==> src/rtl/display_scan_ctrl.sv <==
// Multiplexed 8-digit 7-segment scan controller for the 32-bit ALU result.
// A shadow register takes each new result. The value is copied into the display
// register only at a scan-frame boundary, so one frame never mixes two results.
// The digit index advances once per prescaler period. The output stage updates
// on the same tick and shows the digit slot that has just ended, so every output
// frame (an_o = FE .. 7F) is drawn from a single display value.
module display_scan_ctrl #(
    parameter int unsigned PRESCALE = 50000,
    parameter bit          BLANK_LZ = 1'b1
) (
    input  logic        clk_i,
    input  logic        rst_ni,
    input  logic [31:0] dato_i,
    input  logic        c_i,
    input  logic        load_i,
    input  logic        blank_en_i,
    output logic [6:0]  seg_o,
    output logic        dp_o,
    output logic [7:0]  an_o,
    output logic        pend_o,
    output logic        frame_o
);

    localparam int unsigned PrescW = (PRESCALE > 2) ? $clog2(PRESCALE) : 1;
    localparam logic [PrescW-1:0] PrescMax = PrescW'(PRESCALE - 1);

    // Active-low hex glyphs, bit order gfedcba.
    function automatic logic [6:0] hex7(input logic [3:0] nib);
        logic [6:0] s;
        case (nib)
            4'h0:    s = 7'b1000000;
            4'h1:    s = 7'b1111001;
            4'h2:    s = 7'b0100100;
            4'h3:    s = 7'b0110000;
            4'h4:    s = 7'b0011001;
            4'h5:    s = 7'b0010010;
            4'h6:    s = 7'b0000010;
            4'h7:    s = 7'b1111000;
            4'h8:    s = 7'b0000000;
            4'h9:    s = 7'b0010000;
            4'hA:    s = 7'b0001000;
            4'hB:    s = 7'b0000011;
            4'hC:    s = 7'b1000110;
            4'hD:    s = 7'b0100001;
            4'hE:    s = 7'b0000110;
            default: s = 7'b0001110;
        endcase
        return s;
    endfunction

    logic [PrescW-1:0] presc_q, presc_d;
    logic [2:0]        idx_q, idx_d;
    logic [32:0]       shadow_q, shadow_d;
    logic [32:0]       disp_q, disp_d;
    logic              pend_q, pend_d;
    logic [6:0]        seg_q, seg_d;
    logic [7:0]        an_q, an_d;
    logic              dp_q, dp_d;

    logic              tick;
    logic              frame;
    logic [31:0]       upper;
    logic              blank;

    assign tick  = (presc_q == PrescMax);
    assign frame = tick && (idx_q == 3'd7);

    // Prescaler and digit index: one slot per PRESCALE clocks, index wraps 7 -> 0.
    always_comb begin
        presc_d = presc_q;
        idx_d   = idx_q;
        if (tick) begin
            presc_d = '0;
            idx_d   = idx_q + 3'd1;
        end else begin
            presc_d = presc_q + PrescW'(1);
        end
    end

    // Shadow capture and frame-boundary commit; a load coinciding with the
    // boundary bypasses the shadow so it is shown in the very next frame.
    always_comb begin
        shadow_d = shadow_q;
        pend_d   = pend_q;
        disp_d   = disp_q;
        if (load_i) begin
            shadow_d = {c_i, dato_i};
            pend_d   = 1'b1;
        end
        if (frame) begin
            if (load_i) begin
                disp_d = {c_i, dato_i};
                pend_d = 1'b0;
            end else if (pend_q) begin
                disp_d = shadow_q;
                pend_d = 1'b0;
            end
        end
    end

    // Digit decode for the current slot, including leading-zero blanking.
    always_comb begin
        // Bits from the current nibble upward; zero means this digit is a leading zero.
        upper = disp_q[31:0] >> {idx_q, 2'b00};
        blank = BLANK_LZ && blank_en_i && (idx_q != 3'd0) && (upper == 32'd0);
        seg_d = blank ? 7'h7F : hex7(upper[3:0]);
        an_d  = ~(8'b1 << idx_q);
        dp_d  = ~((idx_q == 3'd7) && disp_q[32]);
    end

    // Scan counters and value registers.
    always_ff @(posedge clk_i or negedge rst_ni) begin
        if (!rst_ni) begin
            presc_q  <= '0;
            idx_q    <= 3'd0;
            shadow_q <= '0;
            disp_q   <= '0;
            pend_q   <= 1'b0;
        end else begin
            presc_q  <= presc_d;
            idx_q    <= idx_d;
            shadow_q <= shadow_d;
            disp_q   <= disp_d;
            pend_q   <= pend_d;
        end
    end

    // Output stage: changes only on a tick, so anodes stay glitch-free between slots.
    always_ff @(posedge clk_i or negedge rst_ni) begin
        if (!rst_ni) begin
            seg_q <= 7'h7F;
            an_q  <= 8'hFF;
            dp_q  <= 1'b1;
        end else if (tick) begin
            seg_q <= seg_d;
            an_q  <= an_d;
            dp_q  <= dp_d;
        end
    end

    assign seg_o   = seg_q;
    assign an_o    = an_q;
    assign dp_o    = dp_q;
    assign pend_o  = pend_q;
    assign frame_o = frame;

endmodule
==> config.mk <==
export PLATFORM = sky130hd
export DESIGN_NAME = display_scan_ctrl
export DESIGN_NICKNAME = d
export VERILOG_FILES = /design/src/rtl/display_scan_ctrl.sv
export SDC_FILE = /design/constraint.sdc
export NUM_CORES = 1
export LEC_CHECK = 0
export BUFFER_PORTS_ARGS = -buffer_cell sky130_fd_sc_hd__buf_4
export CAP_MARGIN = 30
export CORE_ASPECT_RATIO = 1.5
export CORE_MARGIN = 2
export CORE_UTILIZATION = 25
export DETAILED_ROUTE_END_ITERATION = 10
export PLACE_DENSITY = 0.4
export SLEW_MARGIN = 10
export SYNTH_ARGS = -nofsm -noshare
export SYNTH_HDL_FRONTEND = slang
export SYNTH_SLANG_ARGS = --single-unit
==> constraint.sdc <==
create_clock -name clk_i -period 7.08 [get_ports clk_i]
set_input_delay 0.708 -clock clk_i [delete_from_list [all_inputs] [get_ports clk_i]]
set_output_delay 0.708 -clock clk_i [all_outputs]
set_load 0.02 [all_outputs]
---- Word-level counts from Yosys, hierarchy flattened ----
Memory sizes are Yosys's and may differ from the RTL's.
Cells that the tools add are included.
word-level totals
  word-level logic and storage cells ...... 33
  memory bits (read-only) ................. 112
  register bits ........................... 102
  memories ................................ 1
  input bits .............................. 37
cells by class
  $add $sub $neg .......................... 2
  shift operators ......................... 2
  equality and inequality tests ........... 2
  reductions and logical operators ........ 8
  mux-type cells .......................... 8
  bitwise operators ....................... 2
memory list
  memory           words  width  rd ports  clocked after memory_dff  wr ports  line  source
  (no name shown)  16     7      1         0                         0         30    case (nib)
operators by type and width
  kind                     count
  $mux W33                 2
  $logic_not A32 Y1        1
  $shr A32 B5 Y32          1
  $add A16 B1 Y16 const B  1
  $eq A16 B16 Y1 const B   1
  $mux W16                 1
  $not A8 Y8               1
  $shl A1 B3 Y8 const A    1
  $mux W7                  1
  $logic_and A1 B1 Y1      4
  $mux W1                  4
  $add A3 B1 Y3 const B    1
  $eq A3 B3 Y1 const B     1
  $reduce_bool A3 Y1       1
  $reduce_and A2 Y1        1
  $reduce_bool A2 Y1       1
  $not A1 Y1               1

---- Depth between registers and ports, before layout ----
  depth after elaboration ................. 4
  depth in mapped cells ................... 10

---- Least setup slack after synthesis ----
OpenSTA, ideal clock, no wires.
  path type ............................... register -> register
  start ................................... register idx_q[1]
  end ..................................... register seg_q[2] (netlist: seg_o[2])
  path slack .............................. 4.399 ns
  arrival time ............................ 2.604 ns
  period minus slack after synthesis ...... 2.681 ns
  buffers on the path ..................... 1
  library setup time ...................... 0.077 ns
  stages on the path, launching flop included .. 10
  cells stage by stage .................... dfrtp_1 > buf_6 > mux4_1 > mux2_2 > inv_1 > ha_1 > nand2_1 > a2111oi_0 > nand4_2 > a31oi_1
between the ends
  longest elaborated chain between the ends .. 4
  elaborated cells between the ends (all ways) .. 7
ends and longest elaborated chain
  element                                                 line  source
  start: declaration                                      52    logic [2:0] idx_q, idx_d;
  start signal: assignment                                121   idx_q <= idx_d;
  branches (longest 3 deep; another with $mem_v2 Z16 W7)  --
  $mux W7 *                                               106   seg_d = blank ? 7'h7F : hex7(upper[3:0]);
  end signal: assignment                                  135   seg_q <= seg_d;
  end: declaration                                        56    logic [6:0] seg_q, seg_d;
Mark *: on every way between the ends.
A chain may end at the register's enable or synchronous reset.

---- Worst setup path after layout ----
  start ................................... register idx_q[1]
  end ..................................... register seg_q[0] (netlist: seg_o[0])
Same word-level chain as after synthesis.

==> summary.md <==
| Metric | Value |
|---|---|
| Clock sink count | 102 |
| Worst skew pair latency | approximately 0.35 ns |
| CTS tree | done |
| Vias/cell | around 4.4 |
| CTS resizes | 0 |
| R2R Setup Slk | around 3.9 ns |
| Hold crit path type | input port to async pin |
| Final min period | ~3.2 ns |
| Number of synthesized flops with an enable pin | 0 |
| Share of layout cells above drive strength 1 | around 40% |
| Startpoint Class | register |
| Port Buffer Count | between 50 and 60 |
| Pwr dens | 203 mW/mm^2 |
| Worst setup EP type | register |
| Min setup slack post-route | a little under 4 ns |
| Via count | slightly below 3000 |
| DRC viols | 0 |
| Yosys reg bits | a little over 100 |
| IO Pins | 55 |
| Seq/Total Area, Yosys | between 50% and 60% |
| Final setup vio count | 0 |
| First-pass GRT wire length | roughly 17000 microns |
| Antenna cells | 0 |
| Final hold vios | 0 |
| Largest cells by area after synthesis | dfrtp_1 (45%), mux2_2 (16%), dfstp_2 (8.8%) |
| Syn avg cell area | roughly 13 sq um |
| CP required | between 7 and 8 ns |
| Share of synthesized registers carrying an async set or reset | between 90% and 100% |
| Routability cong. | 0.799 |
| Slew HR | between 50% and 60% |
| RSZ-0062 raised after global routing | no |
| GRT overflow | 0 |
| Site Rows | 61 |
| NumNets Final | between 400 and 500 |
| Max clock buf depth | 2 |
| Drt initial violations | approximately 110 |
| Core ar. | around 0.019 sq mm |
| Die ar. | a little over 0.02 sq mm |
| Yosys top cell area share | between 40% and 50% |
| Clk pin slew, worst setup/hold paths | 0.08 ns |
| Cells after synthesis | 359 |
| Hold buffer count at CTS | 0 |
| VDD IR max | about 0.1 mV |
| Fmax | around 0.31 GHz |
| Final TNS setup | 0 ns |
| Die height | roughly 170 microns |
| Run status | finished clean |
| Synthesized area | around 0.0048 sq mm |
| Routed Antenna Nets | 0 |
| Worst-Margin Slew | ~0.75 ns |
| Worst EP arrival | around 3.5 ns |
| Leakage power | 2.59 nW |
| Worst slack at placement | ~3.8 ns |
| H-tree depth | 3 |
| Yosys Warn Count | 0 |
| Post-synth net total | ~410 |
| Initial Utilization | around a quarter |
| Synth-to-Final Area Change | 19.1% |
| Post-Route WL | between 10000 and 15000 microns |
| Number of global-route vias before repair | about 3100 |
| CTS Buf Count | 9 |
| GRT Total Usage | 10.9% |
| Initial antenna violation count | 0 |
| Maxcap violations | 0 |
| Crit Path Max Fanout | 15 |
| WL/cell | about 15 microns |
| Largest net degree at the start of global routing | 60 |
| Slew Viols, Final | 0 |
| Die Wd | approximately 120 microns |
| Synth unique cells | 49 |
| Skew final | 0.0138 ns |
| Critical path class | register to register |
| Area leader, netlist | dfrtp_1 |
| CTS root buf | clkbuf_16 |
| Post-DP HPWL | roughly 7500 microns |
| Detailed Routing Iterations Pass 1 | 4 |
| Post-synth top flop | dfrtp_1 |
| Post-CTS setup repair buffer count | 0 |
| Crit share post-route | between 40% and 50% |
[state kept, by name, indices dropped and copies added (netlist names)]
signal    flops
idx_q         3
shadow_q     33
dp_o          1
an_o          8
pend_o        1
seg_o         7
disp_q       33
presc_q      16
[stage by stage]
step | hold WS (ns) | power (mW) | utilization, % | cell area (sq um) | cells
floorplan | 0.396 | 0.642 | - | 4770 | 359
global placement | 0.425 | 0.678 | 28.9 | 5380 | 651
detailed placement | 0.435 | 0.679 | 28.9 | 5380 | 651
CTS | 0.358 | 1.18 | 30.5 | 5670 | 667
global route | 0.375 | 1.21 | 30.5 | 5670 | 667
finish | 0.334 | 1.15 | 30.5 | 5670 | 667
[Yosys cell counts (2+ instances only)]
cell,instances
mux2_2,68
nor3_1,6
a21oi_1,5
a221oi_1,2
clkbuf_1,2
a31oi_1,13
and3_1,5
nor2_1,34
ha_1,13
o211ai_1,3
buf_6,7
mux4_1,7
a22oi_1,2
nor4_1,3
nand3_1,8
o21ai_0,2
xnor2_1,6
nor3b_1,2
dfrtp_1,86
inv_1,8
nand2_1,12
buf_2,4
buf_1,3
mux2i_1,10
dfstp_2,16
xor2_1,9
[cell usage in the layout, fill, tap and decap left out, types with 6 or more instances in the layout]
master      n
dfrtp_1    86
nor3_1      6
mux2i_1    10
nand2_1    12
ha_1       13
mux4_1      7
buf_4      57
a31oi_1    13
inv_1       8
xor2_1      9
nand3_1     8
xnor2_1     6
clkbuf_16   9
mux2_2     68
nor2_1     34
dfstp_2    16
[report_power, final]
group,total (mW),internal (mW),switching (mW),leakage [nW]
logic,0.0591,0.0301,0.0289,1.17
clock network,0.486,0.254,0.232,0.145
registers,0.605,0.601,0.00418,1.27
total,1.15,0.885,0.265,2.59
[final cells by class]
type | count | area (sq um)
Clock buffer | 10 | 239
Timing Repair Buffer | 57 | 428
Sequential cell | 102 | 2570
Fill cell | 1923 | 12900
Tap cell | 252 | 315
Clock inverter | 6 | 51.3
Inverter | 9 | 33.8
Multi-Input combinational cell | 231 | 2030
[final timing paths]
check | startpoint | end | cells after the start
setup / recovery | idx_q[1]$_DFFE_PN0N_ | seg_o[0]$_DFFE_PN1N_ | 7
hold / removal | rst_ni | presc_q[13]$_DFF_PN0_ | 1
setup reg to reg | idx_q[1]$_DFFE_PN0N_ | seg_o[0]$_DFFE_PN1N_ | 7
hold reg to reg | disp_q[32]$_DFFE_PN0P_ | dp_o$_DFFE_PN1N_ | 1
max in group asynchronous | rst_ni | shadow_q[3]$_DFFE_PN0P_ | 2
min in group clk_i | disp_q[32]$_DFFE_PN0P_ | dp_o$_DFFE_PN1N_ | 1
[critical path, cell delays in order (launching register included)]
cell and delay, ns:
dfrtp_1 0.75, mux4_1 0.65, mux2i_1 0.43, ha_1 0.30, nand2_1 0.07, a2111oi_0 0.39, nand4_2 0.29, a31oi_1 0.25
[metal layers]
metal	up-vias	global-route usage, %	share of wire (%)
li1	1398	-	-
met2	51	18.5	53
met5	-	0	0
met1	1485	13.1	41
met4	0	4.31	2.2
met3	12	2.49	3.5
[kinds of logic (layout without fill, tap and decap cells)]
family | count (synthesis) | in the layout | share of synthesized area, %
AOI/OAI and AO/OA | 37 | 37 | 5.46
muxes | 87 | 87 | 23.0
buffers and inverters | 26 | 82 | 3.33
adders and majority gates | 13 | 13 | 3.41
DFF | 102 | 102 | 54.0
and+or+nand+nor | 79 | 79 | 8.09
xor gates and xnor gates | 15 | 15 | 2.76
Power figures use the tool's default switching activity.
